File: src/rtl/cla_mp_sequencer.sv
`default_nettype none
// ============================================================================
//  Module      : cla_mp_sequencer (with 32-bit cla)
//  Description : Multi-precision add/subtract through a single 32-bit CLA,
//                one word per cycle, LSW first, carry chained in a register.
//  Revision    : 1.0 - initial release
// ============================================================================

module cla (
    input  logic [31:0] a,
    input  logic [31:0] b,
    input  logic        cin,
    output logic [31:0] s
);
    logic [30:0] w_g;
    logic [31:0] w_p;
    logic [31:0] w_c;
    logic [7:0]  w_cg;

    assign w_g     = a[30:0] & b[30:0];
    assign w_p     = a ^ b;
    assign w_cg[0] = cin;

    // Two-level lookahead: 4-bit groups, group carries from group G/P.
    for (genvar i = 0; i < 8; i++) begin : g_grp
        localparam int B = 4 * i;
        assign w_c[B]   = w_cg[i];
        assign w_c[B+1] = w_g[B] | (w_p[B] & w_cg[i]);
        assign w_c[B+2] = w_g[B+1] | (w_p[B+1] & w_g[B])
                        | (w_p[B+1] & w_p[B] & w_cg[i]);
        assign w_c[B+3] = w_g[B+2] | (w_p[B+2] & w_g[B+1])
                        | (w_p[B+2] & w_p[B+1] & w_g[B])
                        | (w_p[B+2] & w_p[B+1] & w_p[B] & w_cg[i]);
        if (i < 7) begin : g_next
            assign w_cg[i+1] = w_g[B+3] | (w_p[B+3] & w_g[B+2])
                             | (w_p[B+3] & w_p[B+2] & w_g[B+1])
                             | (w_p[B+3] & w_p[B+2] & w_p[B+1] & w_g[B])
                             | (&w_p[B+3:B] & w_cg[i]);
        end
    end

    assign s = w_p ^ w_c;
endmodule

module cla_mp_sequencer #(
    parameter int WORDS = 4
) (
    input  logic                clk,
    input  logic                rst_n,
    input  logic                in_valid,
    output logic                in_ready,
    input  logic                op_sub,
    input  logic [32*WORDS-1:0] a_in,
    input  logic [32*WORDS-1:0] b_in,
    output logic                out_valid,
    input  logic                out_ready,
    output logic [32*WORDS-1:0] result,
    output logic                carry_out,
    output logic                overflow
);
    localparam int W    = 32 * WORDS;
    localparam int IDXW = (WORDS > 1) ? $clog2(WORDS) : 1;
    localparam logic [IDXW-1:0] c_last_idx = IDXW'(WORDS - 1);

    typedef enum logic [1:0] {
        ST_IDLE = 2'd0,
        ST_RUN  = 2'd1,
        ST_DONE = 2'd2
    } state_t;

    state_t          r_state;
    state_t          w_state_next;
    logic [W-1:0]    r_a;
    logic [W-1:0]    r_b;
    logic            r_carry;
    logic [IDXW-1:0] r_idx;
    logic [W-1:0]    r_result;
    logic            r_carry_out;
    logic            r_overflow;

    logic [31:0]     w_a_word;
    logic [31:0]     w_b_word;
    logic [31:0]     w_sum;
    logic            w_c31;
    logic            w_cout;
    logic            w_last;

    assign w_last = (r_idx == c_last_idx);

    always_ff @(posedge clk or negedge rst_n) begin
        if (!rst_n) begin
            r_state <= ST_IDLE;
        end else begin
            r_state <= w_state_next;
        end
    end

    always_comb begin
        w_state_next = r_state;
        case (r_state)
            ST_IDLE: if (in_valid)  w_state_next = ST_RUN;
            ST_RUN:  if (w_last)    w_state_next = ST_DONE;
            ST_DONE: if (out_ready) w_state_next = ST_IDLE;
            default:                w_state_next = ST_IDLE;
        endcase
    end

    assign in_ready  = (r_state == ST_IDLE);
    assign out_valid = (r_state == ST_DONE);

    always_comb begin
        w_a_word = '0;
        w_b_word = '0;
        for (int i = 0; i < WORDS; i++) begin
            if (r_idx == IDXW'(i)) begin
                w_a_word = r_a[i*32 +: 32];
                w_b_word = r_b[i*32 +: 32];
            end
        end
    end

    cla u_cla (
        .a   (w_a_word),
        .b   (w_b_word),
        .cin (r_carry),
        .s   (w_sum)
    );

    // The adder hides its carry-out; recover bit-31 carry-in from the sum.
    assign w_c31  = w_sum[31] ^ w_a_word[31] ^ w_b_word[31];
    assign w_cout = (w_a_word[31] & w_b_word[31])
                  | ((w_a_word[31] ^ w_b_word[31]) & w_c31);

    always_ff @(posedge clk or negedge rst_n) begin
        if (!rst_n) begin
            r_a         <= '0;
            r_b         <= '0;
            r_carry     <= 1'b0;
            r_idx       <= '0;
            r_result    <= '0;
            r_carry_out <= 1'b0;
            r_overflow  <= 1'b0;
        end else begin
            case (r_state)
                ST_IDLE: begin
                    if (in_valid) begin
                        r_a     <= a_in;
                        r_b     <= op_sub ? ~b_in : b_in;
                        r_carry <= op_sub;
                        r_idx   <= '0;
                    end
                end
                ST_RUN: begin
                    for (int i = 0; i < WORDS; i++) begin
                        if (r_idx == IDXW'(i)) begin
                            r_result[i*32 +: 32] <= w_sum;
                        end
                    end
                    r_carry <= w_cout;
                    r_idx   <= r_idx + IDXW'(1);
                    if (w_last) begin
                        r_carry_out <= w_cout;
                        r_overflow  <= w_c31 ^ w_cout;
                    end
                end
                default: ;
            endcase
        end
    end

    assign result    = r_result;
    assign carry_out = r_carry_out;
    assign overflow  = r_overflow;
endmodule
`default_nettype wire

File: config.mk
export PLATFORM = sky130hd
export DESIGN_NAME = cla_mp_sequencer
export DESIGN_NICKNAME = d
export VERILOG_FILES = /design/src/rtl/cla_mp_sequencer.sv
export SDC_FILE = /design/constraint.sdc
export NUM_CORES = 1
export LEC_CHECK = 0
export ABC_AREA = 1
export BUFFER_PORTS_ARGS = -buffer_cell sky130_fd_sc_hd__buf_2
export CAP_MARGIN = 30
export CORE_AREA = 8 8 202 204
export CTS_CLUSTER_DIAMETER = 40
export DETAILED_ROUTE_END_ITERATION = 7
export DIE_AREA = 0 0 210 212
export HOLD_SLACK_MARGIN = 0.02
export PLACE_DENSITY = 0.72
export SETUP_SLACK_MARGIN = 0.4
export SYNTH_ARGS = -nofsm -noshare
export SYNTH_HDL_FRONTEND = slang
export SYNTH_SLANG_ARGS = --single-unit
File: constraint.sdc
create_clock -name clk -period 3.8 [get_ports clk]
set_input_delay 0.38 -clock clk [delete_from_list [all_inputs] [get_ports clk]]
set_output_delay 0.38 -clock clk [all_outputs]
set_load 0.1 [all_outputs]
==> impl_summary.log <==
INFO  metric min_period = 3920 ps
INFO  metric detailroute.wirelength.met3 = 4.45 mm
INFO  metric status = finished, violations left
INFO  metric min_period_over_period = 103%
INFO  metric async_flop_share = 100%
INFO  metric area_used_by_multi_input_combinational_logic = 8790 um2
INFO  metric viasPerCell = 5.28
INFO  metric die_y = 212 um
INFO  metric routed-wl-met2 = 29.6 mm
INFO  metric floorplan.die.width = 210 um
INFO  metric post-synth-top-count-cell = nand2_1
INFO  metric detailedRoute.firstIterationViolations = 1850
INFO  metric detail_route.wirelength.met1 = 26.3 mm
INFO  metric setup-violations-final = 18
INFO  metric post_synth_most_frequent_cells = nand2_1 (886), dfrtp_1 (391), o21ai_0 (214), xnor2_1 (138), clkbuf_1 (113)
INFO  metric worst_ep_required_time = 4270 ps
INFO  metric cell_depth_of_the_worst_hold_path = 3
INFO  metric placed_cell_area = 21400 um2
INFO  metric r2r_setup_slack = -120 ps
INFO  metric cell_accounting_for_the_most_synthesized_area = dfrtp_1
INFO  metric slew_headroom = 28.3%
INFO  metric fin_hold_ws = 39.0 ps
INFO  metric actual_slew_at_the_worst_max_slew_pin = 1080 ps
INFO  metric grt_max_degree = 218
INFO  metric postSynthCellCount = 2175
INFO  metric rows = 72
INFO  metric critical_path.max_fanout = 6
INFO  metric detailroute.via_count = 16937
INFO  metric cts.root.buffer_cell = clkbuf_16
INFO  metric setup.worst_path.start_class = flop
INFO  metric final_area = 24900 um2
INFO  metric ioPinCount = 393
INFO  metric maxCapViolCount = 0
INFO  metric post_synthesis_cell_area = 18500 um2
INFO  metric dpl.hpwl = 43.7 mm
INFO  metric first_global_vias = 16930
INFO  metric ratio_of_cells_with_drive_above_1_in_the_final_layout = 28.3%
INFO  metric number_of_flops_mapped_to_enable_cells_by_yosys = 0
INFO  metric synth_sequential_area_ratio = 52.9%
INFO  metric cts.sinks = 391
INFO  metric core_box_area = 37900 um2
INFO  metric antenna_violations_before_repair = 2
INFO  metric failing_checks = setup timing
INFO  metric n_fill_cell = 3115
INFO  metric area_share_of_the_largest_cell_type_after_synthesis = 52.9%
INFO  metric timing_max_transition_violations_final = 0
INFO  metric yosys_register_bits = 391
INFO  metric finalWorstSetupSlack = -116 ps
INFO  metric ff2ff_path_depth = 22
INFO  metric finish.net_count = 2957
INFO  metric fin_skew = 17.3 ps
INFO  metric area.sequential = 9780 um2
INFO  metric input_output_buffers = 392
INFO  metric min_to = r_a[74]
INFO  metric die-area = 44500 um2
INFO  metric cts_max_path_buffers = 3
INFO  metric critPathKind = reg -> reg
INFO  metric yosys-top-cells-area = dfrtp_1 (53%), nand2_1 (18%), xnor2_1 (6.5%), o21ai_0 (5.8%), a21oi_1 (2.8%)
INFO  metric r2r-start = r_idx[0]
INFO  metric final-hold-violation-count = 0
INFO  metric clk_latency = 560 ps
INFO  metric postRouteAntennaNets = 0
INFO  metric drc = 0
INFO  metric global_route.usage.total = 27.2%
INFO  metric dr.pass1.iters = 5
INFO  metric grt_remaining_overflow = 0
INFO  metric cp_data_arrival_time = 4380 ps
INFO  metric worst_setup_ep_type = flop
INFO  metric avgRoutedWirePerCell = 19.5 um
INFO  metric setup-tns-final = -904 ps
INFO  metric grt_pass1_wl = 95.4 mm
INFO  metric hold_path.class = in -> reg
INFO  metric synthesis.nets = 2479
INFO  metric tritoncts.num_buffers = 49
INFO  metric rsz0062_at_grt = yes
INFO  metric worstReg2RegEnd = result[124]
INFO  metric topRoutingLayerUsed = met5
INFO  metric syn_avg_cell_area = 8.51 um2
INFO  metric most_frequently_used_flop_master_after_synthesis = dfrtp_1
INFO  metric cts.reportedPaths.clkPinSlew = 60 ps
INFO  metric ys.warnings.count = 0
INFO  metric gp_congestion = 0.929
INFO  metric htree_num_levels = 2
INFO  metric hold_path.startpoint = a_in[74]
INFO  metric fmax = 255 MHz
INFO  metric yosysUniqueCellTypes = 30
INFO  metric synthToLayoutAreaGrowth = 34.8%
INFO  metric clock_tree_from_tritoncts = done
INFO  metric pre_cts_slack = -187 ps
INFO  metric drt-total-wl = 62.6 mm
INFO  metric initial_core_util = 48.8%
-- layout by cell type (no fill, tap or decap), types with 12 or more instances in the layout --
master | synthesis | routed
nand2_1 | 886 | 859
dfrtp_1 | 391 | 391
buf_2 | 14 | 390
o21ai_0 | 214 | 172
xnor2_1 | 138 | 130
buf_4 | 0 | 80
nor2_1 | 80 | 78
a21oi_1 | 103 | 70
dlygate4sd3_1 | 0 | 62
clkbuf_16 | 0 | 51
inv_1 | 52 | 40
a21oi_2 | 0 | 33
nand2_2 | 12 | 29
ha_1 | 35 | 25
o21ai_1 | 0 | 22
o21ai_2 | 1 | 21
nand3_1 | 22 | 14
buf_12 | 0 | 13
o31ai_1 | 21 | 12
-- critical path: stages, from the launching register on --
cell and delay [ps]:
dfrtp_1 410, buf_6 140, ha_4 170, nor2_4 160, buf_12 130, buf_12 120, buf_4 100, nand2_1 50
a21oi_1 310, a21oi_1 110, a21oi_2 250, ha_1 300, a21oi_1 210, o21ai_0 100, a21oi_1 220, nand2_4 100
nand2_4 80, nand2_4 60, nand2_2 60, nand2_2 50, inv_2 60, fa_2 470, o21ai_1 150
-- stage by stage --
| stage | utilization (%) | instances |
|---|---|---|
| 5_1_grt | 65.8 | 3208 |
| 3_5_place_dp | 56.3 | 3025 |
| 6_report | 65.8 | 3209 |
| 4_1_cts | 64.1 | 3196 |
| 3_3_place_gp | 56.3 | 3025 |
| 2_1_floorplan | - | 2175 |
-- layout make-up --
| cell class | instances | share of cell area [%] |
|---|---|---|
| Antenna cell | 2 | 0.0201 |
| Clock buffer | 55 | 5.26 |
| Clock inverter | 32 | 1.84 |
| Inverter | 54 | 0.923 |
| Multi-Input combinational cell | 1594 | 35.2 |
| Sequential cell | 391 | 39.2 |
| Tap cell | 518 | 2.60 |
| Timing Repair Buffer | 563 | 14.9 |
-- worst max path at each step --
stage	start	end	cells past startpoint
after floorplan	r_idx[0]	result[124]	28
after CTS	r_idx[0]	result[124]	29
after detailed placement	r_idx[0]	result[57]	23
after global placement	r_idx[0]	result[25]	29
final	r_idx[0]	result[124]	22
after global routing	r_idx[0]	result[125]	32
-- state kept, by name, indices dropped and copies added, names as in the netlist --
register   cells
r_idx          2
r_a          128
overflow       1
r_state        2
r_carry        1
carry_out      1
result       128
r_b          128
-- logic make-up (layout without fill, tap and decap cells) --
family	Yosys count	after routing	synth area share (%)
AOI/OAI and AO/OA	398	398	12.1
xor gates and xnor gates	148	148	7.05
adders and majority gates	43	43	3.23
buffers and inverters	190	704	3.99
DFF	391	391	52.9
other	0	2	0
and+or+nand+nor	1005	1005	20.8
-- what timing repair did --
action	4_1_cts	5_1_grt
gates cloned	3	0
pin swaps	45	63
resized for setup	84	150
buffers inserted	19	11
setup endpoints to repair	101	114
hold endpoints to repair	108	0
hold buffers	62	0
-- per-layer routing --
| metal | global-route usage [%] | up-vias |
|---|---|---|
| met2 | 44.0 | 699 |
| met1 | 36.8 | 8145 |
| met4 | 9.65 | 2 |
| met3 | 4.67 | 131 |
| met5 | 0 | - |
| li1 | - | 7960 |
Power is not shown: default switching activity piles up to over one toggle a cycle in this logic, so the estimate is an artifact.
